## src/rtl/memory_access.sv

```systemverilog
// memory_access: pipeline stage between execute and writeback.
//   Runs loads and stores on a req/ack data bus and stalls upstream while a
//   transaction is outstanding. Presents a forwarding record (data.valid/
//   address/data) to writeback and the hazard unit.
// Ports:
//   clk, rst           clock, synchronous active-high reset
//   stage_in/out       stage_status_t from execute / to writeback
//   next_ready         writeback accepts stage_out this cycle
//   mem_req/we/addr/wdata/wstrb   bus request (held until mem_ack)
//   mem_ack/rdata      bus completion and load word (same cycle)
//   mem_error          one-cycle pulse on timeout or misalignment abort
// Parameter TIMEOUT_CYCLES: REQ cycles without ack before abort (0 = never).
// Optional macro MEMORY_ACCESS_MISALIGN_EN: abort misaligned H/W accesses
// without a bus request instead of silently dropping the low address bits.

package memory_access_pkg;
    typedef enum logic [1:0] {MEM_NONE = 2'd0, MEM_LOAD = 2'd1, MEM_STORE = 2'd2} mem_op_t;
    typedef enum logic [1:0] {MEM_B = 2'd0, MEM_H = 2'd1, MEM_W = 2'd2} mem_size_t;
    typedef enum logic [1:0] {RD_ALU = 2'd0, RD_MEMORY = 2'd1, RD_PC = 2'd2} rd_src_t;

    typedef struct packed {
        logic [31:0] raw;
        logic [4:0]  rd;
        rd_src_t     reg_rd_src;
        mem_op_t     mem_op;
        mem_size_t   mem_size;
        logic        mem_unsigned;
    } instruction_t;

    typedef struct packed {
        logic        valid;
        logic [4:0]  address;
        logic [31:0] data;
    } fwd_data_t;

    typedef struct packed {
        logic         valid;
        logic         ready;
        logic [31:0]  pc;
        instruction_t instruction;
        logic [31:0]  reg_rd1;
        logic [31:0]  reg_rd2;
        fwd_data_t    data;
    } stage_status_t;
endpackage

module memory_access
    import memory_access_pkg::*;
#(
    parameter int TIMEOUT_CYCLES = 0
) (
    input  logic          clk,
    input  logic          rst,
    input  stage_status_t stage_in,
    output stage_status_t stage_out,
    input  logic          next_ready,
    output logic          mem_req,
    output logic          mem_we,
    output logic [31:0]   mem_addr,
    output logic [31:0]   mem_wdata,
    output logic [3:0]    mem_wstrb,
    input  logic          mem_ack,
    input  logic [31:0]   mem_rdata,
    output logic          mem_error
);
    localparam int CW = (TIMEOUT_CYCLES > 1) ? $clog2(TIMEOUT_CYCLES) : 1;

    typedef enum logic [1:0] {S_IDLE, S_REQ, S_DONE} state_t;

    state_t       state_q, state_d;
    logic [31:0]  pc_q, pc_d, rd1_q, rd1_d, rd2_q, rd2_d, out_data_q, out_data_d;
    instruction_t instr_q, instr_d;
    logic         in_dvalid_q, in_dvalid_d, abort_q, abort_d;
    logic [1:0]   off_q, off_d;
    logic         req_q, req_d, we_q, we_d, err_q, err_d;
    logic [31:0]  addr_q, addr_d, wdata_q, wdata_d;
    logic [3:0]   wstrb_q, wstrb_d;
    logic [CW-1:0] tmo_q, tmo_d;

    logic        ready, capture, misalign, timeout_hit;
    logic [1:0]  in_off;
    logic [31:0] in_addr, rs2, load_res, b_word, h_word;

    logic unused_in;
    assign unused_in = stage_in.ready;

    assign ready   = (state_q == S_IDLE) || ((state_q == S_DONE) && next_ready);
    assign capture = stage_in.valid && ready;
    assign in_addr = stage_in.data.data;
    assign in_off  = in_addr[1:0];
    assign rs2     = stage_in.reg_rd2;

`ifdef MEMORY_ACCESS_MISALIGN_EN
    assign misalign = (stage_in.instruction.mem_op != MEM_NONE) &&
                      (((stage_in.instruction.mem_size == MEM_H) && in_off[0]) ||
                       ((stage_in.instruction.mem_size == MEM_W) && (in_off != 2'b00)));
`else
    assign misalign = 1'b0;
`endif

    generate
        if (TIMEOUT_CYCLES > 0) begin : g_tmo
            assign timeout_hit = (tmo_q == CW'(TIMEOUT_CYCLES - 1));
        end else begin : g_no_tmo
            assign timeout_hit = 1'b0;
        end
    endgenerate

    // Lane extraction: shift the addressed byte/halfword down to bit 0.
    assign b_word = mem_rdata >> {off_q, 3'b000};
    assign h_word = mem_rdata >> {off_q[1], 4'b0000};

    always_comb begin
        load_res = mem_rdata;
        case (instr_q.mem_size)
            MEM_B:   load_res = instr_q.mem_unsigned ? {24'b0, b_word[7:0]}
                                                     : {{24{b_word[7]}}, b_word[7:0]};
            MEM_H:   load_res = instr_q.mem_unsigned ? {16'b0, h_word[15:0]}
                                                     : {{16{h_word[15]}}, h_word[15:0]};
            default: load_res = mem_rdata;
        endcase
    end

    always_comb begin
        state_d     = state_q;
        pc_d        = pc_q;
        instr_d     = instr_q;
        rd1_d       = rd1_q;
        rd2_d       = rd2_q;
        out_data_d  = out_data_q;
        in_dvalid_d = in_dvalid_q;
        abort_d     = abort_q;
        off_d       = off_q;
        req_d       = req_q;
        we_d        = we_q;
        addr_d      = addr_q;
        wdata_d     = wdata_q;
        wstrb_d     = wstrb_q;
        tmo_d       = tmo_q;
        err_d       = 1'b0;

        case (state_q)
            S_REQ: begin
                if (mem_ack) begin
                    state_d = S_DONE;
                    req_d   = 1'b0;
                    if (instr_q.mem_op == MEM_LOAD && instr_q.reg_rd_src == RD_MEMORY)
                        out_data_d = load_res;
                end else if (timeout_hit) begin
                    state_d = S_DONE;
                    req_d   = 1'b0;
                    abort_d = 1'b1;
                    err_d   = 1'b1;
                end else begin
                    tmo_d = tmo_q + CW'(1);
                end
            end
            S_DONE:  if (next_ready) state_d = S_IDLE;
            default: ;
        endcase

        // Capture only happens in IDLE or DONE, so it never races the REQ arm.
        if (capture) begin
            pc_d        = stage_in.pc;
            instr_d     = stage_in.instruction;
            rd1_d       = stage_in.reg_rd1;
            rd2_d       = stage_in.reg_rd2;
            out_data_d  = stage_in.data.data;
            in_dvalid_d = stage_in.data.valid;
            abort_d     = 1'b0;
            off_d       = in_off;
            tmo_d       = '0;
            addr_d      = {in_addr[31:2], 2'b00};
            we_d        = (stage_in.instruction.mem_op == MEM_STORE);
            wstrb_d     = 4'b0000;
            wdata_d     = rs2;
            case (stage_in.instruction.mem_size)
                MEM_B: begin
                    wdata_d = {4{rs2[7:0]}};
                    if (we_d) wstrb_d = 4'b0001 << in_off;
                end
                MEM_H: begin
                    wdata_d = {2{rs2[15:0]}};
                    if (we_d) wstrb_d = 4'b0011 << {in_off[1], 1'b0};
                end
                default: if (we_d) wstrb_d = 4'b1111;
            endcase

            if (stage_in.instruction.mem_op == MEM_NONE) begin
                state_d = S_DONE;
                req_d   = 1'b0;
            end else if (misalign) begin
                state_d = S_DONE;
                req_d   = 1'b0;
                abort_d = 1'b1;
                err_d   = 1'b1;
            end else begin
                state_d = S_REQ;
                req_d   = 1'b1;
            end
        end
    end

    always_ff @(posedge clk) begin
        if (rst) begin
            state_q     <= S_IDLE;
            pc_q        <= '0;
            instr_q     <= '0;
            rd1_q       <= '0;
            rd2_q       <= '0;
            out_data_q  <= '0;
            in_dvalid_q <= 1'b0;
            abort_q     <= 1'b0;
            off_q       <= '0;
            req_q       <= 1'b0;
            we_q        <= 1'b0;
            addr_q      <= '0;
            wdata_q     <= '0;
            wstrb_q     <= '0;
            tmo_q       <= '0;
            err_q       <= 1'b0;
        end else begin
            state_q     <= state_d;
            pc_q        <= pc_d;
            instr_q     <= instr_d;
            rd1_q       <= rd1_d;
            rd2_q       <= rd2_d;
            out_data_q  <= out_data_d;
            in_dvalid_q <= in_dvalid_d;
            abort_q     <= abort_d;
            off_q       <= off_d;
            req_q       <= req_d;
            we_q        <= we_d;
            addr_q      <= addr_d;
            wdata_q     <= wdata_d;
            wstrb_q     <= wstrb_d;
            tmo_q       <= tmo_d;
            err_q       <= err_d;
        end
    end

    // While in REQ the record shows rd with valid=0 so the hazard unit stalls.
    always_comb begin
        stage_out              = '0;
        stage_out.valid        = (state_q == S_DONE);
        stage_out.ready        = ready;
        stage_out.pc           = pc_q;
        stage_out.instruction  = instr_q;
        stage_out.reg_rd1      = rd1_q;
        stage_out.reg_rd2      = rd2_q;
        stage_out.data.valid   = (state_q == S_DONE) && !abort_q &&
                                 (in_dvalid_q || (instr_q.mem_op == MEM_LOAD));
        stage_out.data.address = instr_q.rd;
        stage_out.data.data    = out_data_q;
    end

    assign mem_req   = req_q;
    assign mem_we    = we_q;
    assign mem_addr  = addr_q;
    assign mem_wdata = wdata_q;
    assign mem_wstrb = wstrb_q;
    assign mem_error = err_q;
endmodule

```

## config.mk

```make
export PLATFORM = sky130hd
export DESIGN_NAME = memory_access
export DESIGN_NICKNAME = d
export VERILOG_FILES = /design/src/rtl/memory_access.sv
export SDC_FILE = /design/constraint.sdc
export NUM_CORES = 1
export LEC_CHECK = 0
export CAP_MARGIN = 20
export CORE_ASPECT_RATIO = 0.9
export CORE_MARGIN = 3
export CORE_UTILIZATION = 30
export DETAILED_ROUTE_END_ITERATION = 8
export GPL_TIMING_DRIVEN = 0
export PLACE_DENSITY_LB_ADDON = 0.05
export SLEW_MARGIN = 5
export SYNTH_ARGS = -nofsm -noshare
export SYNTH_HDL_FRONTEND = slang
export SYNTH_SLANG_ARGS = --single-unit
```

## constraint.sdc

```tcl
create_clock -name clk -period 4.17 [get_ports clk]
set_clock_uncertainty 0.05 [all_clocks]
set_input_delay 0.417 -clock clk [delete_from_list [all_inputs] [get_ports clk]]
set_output_delay 0.417 -clock clk [all_outputs]
set_load 0.02 [all_outputs]
```

==> results.txt <==
Routed WL per cell -> 19.9 µm
Post-Layout Inst Area -> 0.0156 mm²
initial antenna violation count -> 1
routability congestion estimate -> 0.866
Post-CTS Setup Bufs -> 0
root buf cell -> clkbuf_16
Critical Path AT -> 2030 ps
cts-stage hold buffer count -> 0
post-route ant nets -> 0
max-cap viol count -> 0
placed insts -> 2042
final slew viol count -> 0
leakage power -> 5.85 nW
Die Width -> 195 µm
Post-Place Worst Slack -> 1400 ps
Filler cells -> 3105
EDFF count, synth -> 0
Critical Path Source Type -> input pin
Post-DP Area -> 0.0147 mm²
Remaining Overflow, GRT -> 0
H-tree lvl count -> 1
nets@finish -> 1878
vias in the first global route -> 10000
Synth Flop Type -> dfxtp_1
Crit. End Element -> primary output
most frequent cells in the layout -> 456 x clkdlybuf4s50_1, 387 x nand2_1, 237 x dfxtp_1
final period utilization -> 59.9%
largest net degree at the start of global routing -> 14
share of cells above drive strength 1 -> 8.86%
num rows -> 61
crit path max fanout -> 4
core footprint -> 0.0312 mm²
asr flop ratio synth -> 0%
worst skew pair latency -> 540 ps
Via Count -> 10100
DIE HEIGHT -> 176 µm
Worst Tran Pin Value -> 1090 ps
TritonCTS Buffers -> 27
flops & latches, synth -> 237
Final Hold Fails -> 0
first-pass GRT wire length -> 61.4 mm
max frequency -> 400 MHz
Mean Syn Cell Area -> 8.17 µm²
final setup margin -> 1670 ps
1st-iter DRT viols -> 465
Cell Area, Synth -> 0.00960 mm²
Ports -> 467
Syn. warnings -> 0
die area -> 0.0342 mm²
run status -> finished, final reports clean
TNS Setup -> 0 ps
final wirelength -> 41.6 mm
slew margin rel. -> 27.1%
VDD IR-drop max -> 0.292 mV
# setup viols final -> 0
drt drc -> 0
Port-buffer cells -> 456
synthesis-to-layout area growth -> 62.3%
commonest non-fill, non-tap cell in the layout -> clkdlybuf4s50_1
GR Util All Layers -> 23.1%
Req. time, crit path -> 3700 ps
total power draw -> 6.32 mW
Post-Synthesis Cells -> 1175
unique cell type count in the Yosys netlist -> 57
CTS Sinks -> 237
time the worst path needs with I/O delays and setup -> 2500 ps
DR pass1 iterations -> 5
Ant. Diodes -> 0
Initial Util -> 30.7%
worst hold path class -> input pin to register
clock-pin transition on the worst setup and hold timing paths -> 60 ps
Cell Pwr Density -> 406 mW/mm²
CTS max path bufs -> 3
routed vias/inst -> 4.84
Non-Filler Instances -> 2090
Gates resized, CTS repair -> 0
hpwl dp -> 32.3 mm
CTS tree -> yes
Setup CP Type -> input pin to primary output
RSZ-0062 raised after global routing -> false
Seq/Total Area, Yosys -> 49.4%
per-stage QoR:
stage               utilization [%]  hold slack [ps]
floorplan                         -              387
global placement               47.0              391
detailed placement             47.0              396
CTS                            49.9              256
global route                   49.9              294
finish                         49.9              284
cell usage after synthesis (all sizes together), types with 5 or more instances:
master  count  area [µm²]
a311oi      8        70.1
o22ai       5        31.3
nand2b      7        51.3
o21ai      29         145
buf        80         463
dfxtp     237        4740
mux2        5        56.3
nand2     389        1470
nor2b      11        76.3
inv         5        18.8
nand3       5        30.0
clkbuf     27         101
a221oi     17         161
nor2       38         153
a21oi     206        1040
a22oi      10        80.1
o211ai      7        87.6
o31ai      15         113
mux2i      21         210
a211oi     15         113
worst max-delay path, cell delays in order:
cell and delay, ps:
clkdlybuf4s50_1 500, and2b_1 250, nor2_1 100, buf_4 110, clkdlybuf4s50_1 650
cells by family (layout without fill, tap and decap cells):
logic type / count (synthesis) / count (layout) / share of synthesized area, %
and+or+nand+nor: 469 / 469 / 20.2
muxes: 27 / 27 / 3.01
DFF: 237 / 237 / 49.4
other: 1 / 3 / 0.0391
AOI/OAI and AO/OA: 329 / 329 / 21.2
buffers and inverters: 112 / 616 / 6.07
worst paths after layout:
path | start | end | slack, ps | cells after the start
max | next_ready | stage_out[178] | 1670 | 5
min | stage_in[104] | mem_wdata[14]$_SDFFE_PP0P_ | 280 | 3
max reg2reg | state_q[1]$_SDFFE_PP0P_ | out_data_q[10]$_SDFFE_PP0P_ | 2220 | 4
min reg2reg | stage_out[143]$_SDFFE_PP0P_ | stage_out[143]$_SDFFE_PP0P_ | 400 | 2
area by class of cell:
| cell class | count | area [µm²] | area share, % |
|---|---|---|---|
| clock buffer | 44 | 840 | 5.39 |
| clock inverter | 4 | 52.6 | 0.337 |
| inverter | 5 | 18.8 | 0.121 |
| buffer | 107 | 564 | 3.62 |
| tap | 409 | 512 | 3.29 |
| sequential | 237 | 4740 | 30.5 |
| timing repair buffer | 456 | 4560 | 29.3 |
| multi-input combinational | 828 | 4280 | 27.5 |
layer usage:
metal,up-vias,share of wire [%],global-route usage (%)
met5,-,0.031,0
met4,2,2.4,5.41
met3,59,7.0,5.85
met2,358,47,39.0
met1,4745,44,29.8
li1,4957,-,-
state kept, by name, indices dropped and copies added (netlist names), 2 cells and up:
register	count
state_q	2
out_data_q	32
mem_wstrb	4
stage_out	44
rd2_q	32
pc_q	32
off_q	2
rd1_q	32
mem_addr	30
mem_wdata	24
report_power, final:
part	internal, mW	switching [mW]	leakage (nW)
combinational	0.653	0.764	3.46
sequential	2.43	0.0954	1.95
clock	1.43	0.949	0.440
Power figures use the tool's default switching activity.
